### config.mk
export PLATFORM = sky130hd
export DESIGN_NAME = myo_spi_frame_master
export DESIGN_NICKNAME = d
export VERILOG_FILES = /design/src/rtl/myo_spi_pkg.sv /design/src/rtl/myo_spi_clkgen.sv /design/src/rtl/myo_spi_frame_master.sv
export SDC_FILE = /design/constraint.sdc
export NUM_CORES = 1
export LEC_CHECK = 0
export CAP_MARGIN = 20
export CORE_MARGIN = 2
export CORE_UTILIZATION = 53
export DETAILED_ROUTE_END_ITERATION = 12
export PLACE_DENSITY = 0.79
export SYNTH_ARGS = -nofsm -noshare
export SYNTH_HDL_FRONTEND = slang
export SYNTH_SLANG_ARGS = --single-unit
### constraint.sdc
create_clock -name clock -period 2.3 [get_ports clock]
set_input_delay 0.69 -clock clock [delete_from_list [all_inputs] [get_ports clock]]
set_output_delay 0.69 -clock clock [all_outputs]
set_load 0.005 [all_outputs]
### src/rtl/myo_spi_pkg.sv
// Shared types and constants for the myo SPI frame master: FSM states, SPI mode, CRC-16-CCITT.
package myo_spi_pkg;

  typedef enum logic [2:0] {
    ST_IDLE,
    ST_LOAD,
    ST_SETUP,
    ST_SHIFT,
    ST_GAP,
    ST_HOLD,
    ST_DONE
  } state_e;

  localparam logic        SPI_CPOL = 1'b0;
  localparam logic        SPI_CPHA = 1'b0;
  localparam int          WORD_W   = 16;

  localparam logic [15:0] CRC_POLY = 16'h1021;
  localparam logic [15:0] CRC_INIT = 16'hFFFF;

  // MSB-first CRC update over one 16-bit word.
  function automatic logic [15:0] crc16_word(input logic [15:0] crc, input logic [15:0] data);
    logic [15:0] c;
    c = crc;
    for (int i = 15; i >= 0; i--) begin
      if (c[15] ^ data[i]) c = {c[14:0], 1'b0} ^ CRC_POLY;
      else                 c = {c[14:0], 1'b0};
    end
    return c;
  endfunction

endpackage

### src/rtl/myo_spi_clkgen.sv
// SCK generator: toggles sck every CLK_DIV cycles while enabled, with one-cycle rise/fall strobes
// that coincide with the clock edge on which sck changes.
module myo_spi_clkgen
  import myo_spi_pkg::*;
#(
  parameter int CLK_DIV = 25
) (
  input  logic clock,
  input  logic reset,
  input  logic en,
  output logic sck,
  output logic rise,
  output logic fall
);

  logic [7:0] cnt_q;
  logic       tick;

  assign tick = en && (cnt_q == 8'(CLK_DIV - 1));
  assign rise = tick && (sck == SPI_CPOL);
  assign fall = tick && (sck != SPI_CPOL);

  // Disabling parks sck at idle level so each enable starts with a full idle half-period.
  always_ff @(posedge clock) begin
    if (reset || !en) begin
      cnt_q <= '0;
      sck   <= SPI_CPOL;
    end else if (tick) begin
      cnt_q <= '0;
      sck   <= ~sck;
    end else begin
      cnt_q <= cnt_q + 8'd1;
    end
  end

endmodule

### src/rtl/myo_spi_frame_master.sv
// SPI mode-0 frame master: sends up to MAX_WORDS 16-bit words to one of NUM_SS motor boards.
// Optional MYO_SPI_CRC_EN adds a CRC-16-CCITT check over received words (last word is the CRC).
module myo_spi_frame_master
  import myo_spi_pkg::*;
#(
  parameter int  NUM_SS    = 9,
  parameter int  CLK_DIV   = 25,
  parameter int  MAX_WORDS = 16,
  localparam int SEL_W     = (NUM_SS > 1) ? $clog2(NUM_SS) : 1,
  localparam int LEN_W     = $clog2(MAX_WORDS + 1)
) (
  input  logic              clock,
  input  logic              reset,
  input  logic              start,
  input  logic [SEL_W-1:0]  ss_sel,
  input  logic [LEN_W-1:0]  frame_len,
  input  logic [15:0]       tx_data,
  input  logic              tx_valid,
  output logic              tx_ready,
  output logic [15:0]       rx_data,
  output logic              rx_valid,
  output logic              busy,
  output logic              done,
  output logic              sck,
  output logic              mosi,
  input  logic              miso,
  output logic [NUM_SS-1:0] ss_n
`ifdef MYO_SPI_CRC_EN
  ,
  output logic              crc_error
`endif
);

  state_e             state_q, state_d;
  logic [SEL_W-1:0]   sel_q;
  logic [LEN_W-1:0]   words_q, len_sat;
  logic               first_q;
  logic [3:0]         bit_cnt_q;
  logic [7:0]         dly_q;
  logic [WORD_W-1:0]  tx_sh_q, rx_sh_q;
  logic               rx_pend_q;
  logic               miso_s1, miso_s2;
  logic               rise, fall, smp, shf;
  logic               clk_en, start_ok, xfer, word_end, dly_done;

  assign start_ok = (state_q == ST_IDLE) && start && (frame_len != '0) && (int'(ss_sel) < NUM_SS);
  assign len_sat  = (int'(frame_len) > MAX_WORDS) ? LEN_W'(MAX_WORDS) : frame_len;
  assign xfer     = (state_q == ST_LOAD) && tx_valid;
  assign clk_en   = (state_q == ST_SETUP) || (state_q == ST_SHIFT);
  assign smp      = (SPI_CPHA == 1'b0) ? rise : fall;
  assign shf      = (SPI_CPHA == 1'b0) ? fall : rise;
  assign word_end = (state_q == ST_SHIFT) && shf && (bit_cnt_q == 4'hF);
  assign dly_done = (dly_q == 8'(CLK_DIV - 1));

  assign tx_ready = (state_q == ST_LOAD);
  assign busy     = (state_q != ST_IDLE);
  assign done     = (state_q == ST_DONE);
  assign mosi     = tx_sh_q[WORD_W-1];

  // SETUP is the idle-low half-period before the first rising edge of a frame.
  myo_spi_clkgen #(.CLK_DIV(CLK_DIV)) u_clkgen (
    .clock (clock),
    .reset (reset),
    .en    (clk_en),
    .sck   (sck),
    .rise  (rise),
    .fall  (fall)
  );

  always_comb begin
    state_d = state_q;
    case (state_q)
      ST_IDLE:  if (start_ok) state_d = ST_LOAD;
      ST_LOAD:  if (tx_valid) state_d = first_q ? ST_SETUP : ST_SHIFT;
      ST_SETUP: if (rise)     state_d = ST_SHIFT;
      ST_SHIFT: if (word_end) state_d = (words_q == '0) ? ST_HOLD : ST_GAP;
      ST_GAP:   if (dly_done) state_d = ST_LOAD;
      ST_HOLD:  if (dly_done) state_d = ST_DONE;
      ST_DONE:  state_d = ST_IDLE;
      default:  state_d = ST_IDLE;
    endcase
  end

  always_ff @(posedge clock) begin
    if (reset) begin
      state_q   <= ST_IDLE;
      sel_q     <= '0;
      words_q   <= '0;
      first_q   <= 1'b0;
      bit_cnt_q <= '0;
      dly_q     <= '0;
      tx_sh_q   <= '0;
      rx_sh_q   <= '0;
      rx_pend_q <= 1'b0;
      miso_s1   <= 1'b0;
      miso_s2   <= 1'b0;
      ss_n      <= '1;
      rx_data   <= '0;
      rx_valid  <= 1'b0;
    end else begin
      state_q <= state_d;
      miso_s1 <= miso;
      miso_s2 <= miso_s1;

      if (start_ok) begin
        sel_q   <= ss_sel;
        words_q <= len_sat;
        first_q <= 1'b1;
      end

      if (xfer) begin
        tx_sh_q <= tx_data;
        words_q <= words_q - LEN_W'(1);
        first_q <= 1'b0;
        if (first_q) ss_n <= ~(NUM_SS'(1) << sel_q);
      end else if (clk_en && shf) begin
        tx_sh_q <= {tx_sh_q[WORD_W-2:0], 1'b0};
      end

      if (smp) rx_sh_q <= {rx_sh_q[WORD_W-2:0], miso_s2};

      if (!clk_en)  bit_cnt_q <= '0;
      else if (shf) bit_cnt_q <= bit_cnt_q + 4'd1;

      if (((state_q == ST_GAP) || (state_q == ST_HOLD)) && !dly_done) dly_q <= dly_q + 8'd1;
      else                                                            dly_q <= '0;

      // Received word is presented one clock after the closing half-period.
      rx_pend_q <= word_end;
      rx_valid  <= rx_pend_q;
      if (rx_pend_q) rx_data <= rx_sh_q;

      if ((state_q == ST_HOLD) && dly_done) ss_n <= '1;
    end
  end

`ifdef MYO_SPI_CRC_EN
  logic [15:0] crc_q;

  // Running the CRC over the trailing CRC word leaves a zero residue on a clean frame.
  always_ff @(posedge clock) begin
    if (reset)          crc_q <= CRC_INIT;
    else if (start_ok)  crc_q <= CRC_INIT;
    else if (rx_pend_q) crc_q <= crc16_word(crc_q, rx_sh_q);
  end

  assign crc_error = (state_q == ST_DONE) && (crc_q != 16'h0000);
`endif

endmodule

==> results.py, run 1 <==
metrics = {
    "finish": {
        "final_util_pct": 70.1,
        "nNetsFinal": 561,
        "n_fill_cell": 571,
        "drive_gt1_share_pct": 11.0,
        "syn_to_final_growth_pct": 27.8,
        "final_area_sq_um": 5090,
        "diodes": 0,
        "fin_cells": 628,
    },
    "clock_tree": {
        "cts_tree": "yes",
        "cts.clk_slew.worst_paths_ns": 0.09,
        "post_cts_buffers": 0,
        "cts-hold-fix-buffers": 0,
        "clkSinkCount": 95,
        "cts_buffers": 9,
        "htreeDepth": 3,
        "clk_latency_ns": 0.37,
        "cts-root-buf": "clkbuf_8",
        "clk_path_buf_depth": 2,
    },
    "pwr": {
        "switching_power_mw": 0.999,
        "ir_drop_v": 0.000478,
        "p_sw_share_pct": 29.1,
        "p_int_mw": 2.44,
        "powerDensity_nw_per_um2": 675,
        "seqPwrFrac_pct": 52.7,
        "p_total_mw": 3.44,
        "p_leak_nw": 1.84,
        "p_comb_share_pct": 16.2,
        "p_clk_share_pct": 31.1,
    },
    "logic_synthesis": {
        "synth.area.top_cells": "dfxtp_1 (48%), nor2_1 (8.9%), mux2i_1 (8.5%), a2111oi_0 (3.1%), nand3_1 (2.6%)",
        "async_flop_share_pct": 0,
        "netlist_instances": 446,
        "synth_nets": 483,
        "ys.flop_type": "dfxtp_1",
        "syn-mean-instance-area_sq_um": 8.93,
        "synth_edf_count": 0,
        "synth_seq_cells": 95,
        "ys_warn_count": 0,
        "synth_commonest_cells": "dfxtp_1 (95), nor2_1 (94), mux2i_1 (34), nand3_1 (21), nor3_1 (17)",
        "synth_area_leader_cell": "dfxtp_1",
        "ys_types": 47,
        "yosysMostFrequentCell": "dfxtp_1",
        "synth_top_cell_area_share_pct": 47.8,
        "syn_area_sq_um": 3980,
        "yosysSeqAreaShare_pct": 47.8,
    },
    "placement": {
        "place_area_sq_um": 4870,
        "port_buffers": 60,
        "placed_cells": 612,
        "dp.final_hpwl_microns": 5840,
        "gp_congestion": 0.840,
    },
    "hold_path": {
        "min_to": "miso_s2",
        "hold_path.class": "reg2reg",
        "whs_path_depth": 1,
        "min_from": "miso_s1",
    },
    "job": {
        "drv_cap": 0,
    },
    "detailed_routing": {
        "wl_per_cell_microns": 13.4,
        "via_per_inst": 5.41,
        "firstDrtPassIters": 4,
        "antenna_left": 0,
        "vias": 3398,
        "drt_iter0_drc": 209,
        "drt_wl_total_microns": 8430,
        "remaining_drc_errors": 0,
    },
    "timing": {
        "max_freq_mhz": 452,
        "worst_hold_slack_ns": 0.446,
        "tightest_slew_ns": 0.527,
        "grt_setup_unrepaired": "no",
        "setup_viol": 0,
        "hold_violations": 0,
        "period_needed_ns": 2.21,
        "skew_ns": 0.0168,
        "slew_headroom_pct": 64.6,
        "finalMaxSlewViolations": 0,
        "fin_crit_sh_pct": 96.3,
    },
    "global_route": {
        "antenna_found_initial": 0,
        "grt_pass1_wl_microns": 14800,
        "grt_pass1_vias": 3318,
        "grt_start_max_net_pins": 39,
        "gr-total-overflow": 0,
        "grt_usage_pct": 21.7,
    },
    "worst_setup_path": {
        "cp.required_ns": 1.61,
        "r2r_start": "dly_q[5]",
        "critPathBufInv": 2,
        "critPathLaunchType": "register",
        "worst-r2r-cell-count": 4,
        "critical_path_class": "reg2out",
        "crit_chain": "nor3_2, inv_1, clkdlybuf4s50_1",
        "reg2reg_to": "state_q[0]",
        "r2r_setup_slack_ns": 0.32,
        "critical_path.max_stage_delay_ns": 0.46,
        "slowest_stage": "clkdlybuf4s50_1",
        "crit_family": "buffers and inverters",
        "cp_max_fo": 9,
        "cp-end-kind": "output pin",
        "worstPathArrival_ns": 1.52,
    },
    "outcome": {
        "status": "finished clean",
    },
    "floorplanning": {
        "die_h_microns": 90.7,
        "start_util_pct": 54.9,
        "dieWidth_microns": 90.7,
        "core_sq_um": 7250,
        "row_count": 31,
        "ios": 61,
        "fp.dieArea_sq_um": 8220,
    },
}
-- worst reg2reg max path, stage by stage (launching register included) --
cell     delay (ns)
dfxtp_1        0.35
or4_1          0.56
o21a_1         0.24
or3_1          0.39
o41ai_1        0.34
-- cell type report --
class / count / area, sq um / share of cell area (%)
Timing Repair Buffer: 91 / 853 / 16.8
Sequential cell: 95 / 1910 / 37.5
Multi-Input combinational cell: 314 / 1960 / 38.5
Clock inverter: 7 / 68.8 / 1.35
Inverter: 13 / 48.8 / 0.959
Clock buffer: 9 / 124 / 2.43
Tap cell: 99 / 124 / 2.43
-- cells by family (layout without fill, tap and decap cells) --
group / after synthesis / after routing / share of synthesized area (%)
and+or+nand+nor: 195 / 195 / 23.9
DFF: 95 / 95 / 47.8
AOI/OAI and AO/OA: 63 / 63 / 10.5
buffers and inverters: 37 / 120 / 3.77
muxes: 34 / 34 / 8.55
xor gates and xnor gates: 15 / 15 / 3.30
adders and majority gates: 7 / 7 / 2.20
-- sequential cells by signal (all words and copies together), names as in the netlist --
register	flops
rx_data	16
rx_sh_q	16
tx_sh_q	16
ss_n	9
dly_q	8
u_clkgen.cnt_q	8
words_q	5
bit_cnt_q	4
sel_q	4
state_q	3
first_q	1
miso_s1	1
miso_s2	1
rx_pend_q	1
rx_valid	1
u_clkgen.sck	1
-- timing repair --
action	in CTS	in global routing
gates cloned	0	0
gates resized for setup	4	4
endpoints found under the setup margin	3	3
-- layout by cell type, fill, tap and decap left out, drive strengths merged, types with 3 or more instances in the layout --
cell type and n:
nand4 10, nor2 94, a2111oi 14, buf 32, inv 18, nand3 21
or3 4, ha 7, o211ai 3, a21oi 13, nor2b 11, and3 6
clkdlybuf4s50 59, o21ai 17, xor2 10, and4 3, dfxtp 95, clkbuf 9
nor3 17, a31oi 4, nand2 15, xnor2 5, mux2i 34
-- per-stage QoR --
| step | setup TNS, ns | worst slack, ns |
|---|---|---|
| final | 0 | 0.0857 |
| after global routing | 0 | 0.0152 |
| after CTS | 0 | 0.00748 |
| after detailed placement | -0.674 | -0.104 |
| after global placement | -0.234 | -0.102 |
| after floorplan | 0 | 0.265 |
-- how the worst max path moves through the flow --
| stage | startpoint | to | slack (ns) | cells after the start |
|---|---|---|---|---|
| floorplan | tx_valid | ss_n[0] | 0.27 | 7 |
| global placement | frame_len[4] | state_q[0] | -0.10 | 5 |
| detailed placement | frame_len[4] | state_q[0] | -0.10 | 5 |
| CTS | state_q[2] | done | 0.007 | 2 |
| global route | state_q[2] | done | 0.02 | 2 |
| finish | state_q[1] | busy | 0.09 | 3 |
-- metal layers --
metal	GRT usage, %	share of wire (%)	routed length, microns
met5	0	0	0
met4	8.33	1.6	138
met3	3.76	3.3	278
met2	37.7	50	4230
met1	26.8	45	3790
-- power groups by stage --
stage	Clock (mW)	Combinational, mW	Sequential (mW)
floorplan	0	0.325	1.81
global placement	0	0.528	1.83
detailed placement	0	0.543	1.84
CTS	1.09	0.552	1.80
global route	1.16	0.618	1.82
finish	1.07	0.557	1.81
No activity file was read; power rests on OpenSTA's default activity.
==> inputs of run 2 (changes only) <==
--- a/config.mk
+++ b/config.mk
@@ -6,7 +6,6 @@
 export NUM_CORES = 1
 export LEC_CHECK = 0
 export CAP_MARGIN = 20
-export CORE_MARGIN = 2
 export CORE_UTILIZATION = 53
 export DETAILED_ROUTE_END_ITERATION = 12
 export PLACE_DENSITY = 0.79
==> constraint.sdc (replaced) <==
create_clock -name clock -period 2.3 [get_ports clock]
set_input_delay 0.69 -clock clock [delete_from_list [all_inputs] [get_ports clock]]
set_output_delay 0.69 -clock clock [all_outputs]
set_load 0.05 [all_outputs]
==> results.py, run 2 (synthesized netlist as in run 1, its figures left out) <==
metrics = {
    "detailed_routing": {
        "met2WireLength_microns": 3980,
        "wl_met3_microns": 199,
        "wl_per_cell_microns": 13.2,
        "topRoutingLayerUsed": "met4",
        "drt_wl_total_microns": 8230,
        "wl_met1_microns": 3870,
        "drt_iter0_drc": 199,
        "vias": 3348,
        "antenna_left": 0,
        "firstDrtPassIters": 4,
        "remaining_drc_errors": 0,
        "via_per_inst": 5.37,
    },
    "finish": {
        "drive_gt1_share_pct": 10.3,
        "fin_cells": 624,
        "layout_commonest_cell": "dfxtp_1",
        "diodes": 0,
        "syn_to_final_growth_pct": 27.0,
        "layout_common_cells": "dfxtp_1 (95), nor2_1 (94), clkdlybuf4s50_1 (55)",
        "final_util_pct": 69.7,
        "reg_top3": "rx_data (16), rx_sh_q (16), tx_sh_q (16)",
        "nNetsFinal": 557,
        "n_fill_cell": 560,
    },
    "worst_setup_path": {
        "critPathLaunchType": "register",
        "crit_family": "buffers and inverters",
        "cp.required_ns": 1.61,
        "crit_chain": "clkdlybuf4s50_1",
        "critPathBufInv": 1,
        "cp-end-kind": "output pin",
        "critical_path_class": "reg2out",
        "cp_max_fo": 2,
        "critical_path.max_stage_delay_ns": 0.81,
        "slowest_stage": "clkdlybuf4s50_1",
        "worstPathArrival_ns": 1.54,
    },
    "timing": {
        "grt_setup_unrepaired": "no",
        "finalMaxSlewViolations": 0,
        "period_needed_ns": 2.23,
        "hold_violations": 0,
        "fin_crit_sh_pct": 97.2,
        "skew_ns": 0.0122,
        "setup_viol": 0,
        "finalSetupTns_ns": 0,
        "tightest_slew_ns": 0.554,
        "max_freq_mhz": 447,
        "slew_headroom_pct": 62.8,
    },
    "floorplanning": {
        "die_h_microns": 88.7,
        "core_sq_um": 7250,
        "dieWidth_microns": 88.7,
        "row_count": 31,
        "start_util_pct": 54.9,
        "ios": 61,
        "fp.dieArea_sq_um": 7860,
    },
    "global_route": {
        "gr-total-overflow": 0,
        "grt_pass1_vias": 3092,
        "antenna_found_initial": 0,
        "grt_usage_pct": 22.2,
        "grt_pass1_wl_microns": 13600,
        "grt_start_max_net_pins": 36,
    },
    "job": {
        "drv_cap": 0,
    },
    "clock_tree": {
        "cts-hold-fix-buffers": 0,
        "cts-root-buf": "clkbuf_8",
        "htreeDepth": 3,
        "clk_path_buf_depth": 2,
        "ctsResizeCount": 0,
        "cts_tree": "yes",
        "post_cts_buffers": 0,
        "clkSinkCount": 95,
        "cts.clk_slew.worst_paths_ns": 0.10,
        "cts_buffers": 9,
        "clk_latency_ns": 0.36,
    },
    "placement": {
        "gp_congestion": 0.857,
        "port_buffers": 60,
        "placed_cells": 608,
        "dp.final_hpwl_microns": 5720,
    },
    "outcome": {
        "status": "finished clean",
    },
    "hold_path": {
        "hold_path.class": "reg2reg",
    },
    "pwr": {
        "powerDensity_nw_per_um2": 684,
        "ir_drop_v": 0.000422,
        "p_leak_nw": 1.83,
    },
}
run 2: final cells by class:
type                            instances  area (sq um)  share of cell area (%)
Multi-Input combinational cell        314          1950                    38.7
Clock buffer                           10           138                    2.72
Tap cell                               99           124                    2.45
Clock inverter                          6          50.0                   0.990
Sequential cell                        95          1900                    37.6
Inverter                               13          48.8                   0.965
Timing Repair Buffer                   87           838                    16.6
run 2: per-stage QoR:
stage	area [sq um]	hold WS, ns	worst slack (ns)	total power [mW]
floorplan	3990	0.414	0.215	2.19
global placement	4860	0.416	-0.122	2.42
detailed placement	4860	0.435	-0.131	2.44
CTS	5050	0.459	0.0513	3.48
global route	5050	0.474	0.0239	3.62
finish	5050	0.453	0.0652	3.46
run 2: final timing paths:
| check | cells after the start | from | slack, ns | to |
|---|---|---|---|---|
| hold reg to reg | 1 | miso_s1 | 0.45 | miso_s2 |
| hold / removal | 1 | miso_s1 | 0.45 | miso_s2 |
| setup reg to reg | 4 | dly_q[5] | 0.33 | state_q[0] |
| setup / recovery | 1 | rx_data[0] | 0.07 | rx_data[0] |
run 2: power by group:
part | total [mW] | switching [mW] | leakage, nW | internal, mW
clock network | 1.05 | 0.607 | 0.0956 | 0.440
logic | 0.610 | 0.342 | 0.967 | 0.269
registers | 1.80 | 0.0743 | 0.769 | 1.73
total | 3.46 | 1.02 | 1.83 | 2.44
run 2: per-layer routing:
| metal | global-route usage, % | vias to the layer above |
|---|---|---|
| met2 | 36.8 | 45 |
| met5 | 0 | - |
| met1 | 28.1 | 1571 |
| li1 | - | 1718 |
| met3 | 3.08 | 14 |
| met4 | 12.0 | 0 |
==> inputs of run 3 (changes only) <==
--- a/config.mk
+++ b/config.mk
@@ -5,8 +5,8 @@
 export SDC_FILE = /design/constraint.sdc
 export NUM_CORES = 1
 export LEC_CHECK = 0
-export CAP_MARGIN = 20
 export CORE_UTILIZATION = 53
+export CTS_CLUSTER_DIAMETER = 50
 export DETAILED_ROUTE_END_ITERATION = 12
 export PLACE_DENSITY = 0.79
 export SYNTH_ARGS = -nofsm -noshare
==> results of run 3 <==
Final layout, timing and power as in run 2 (identical DEF).
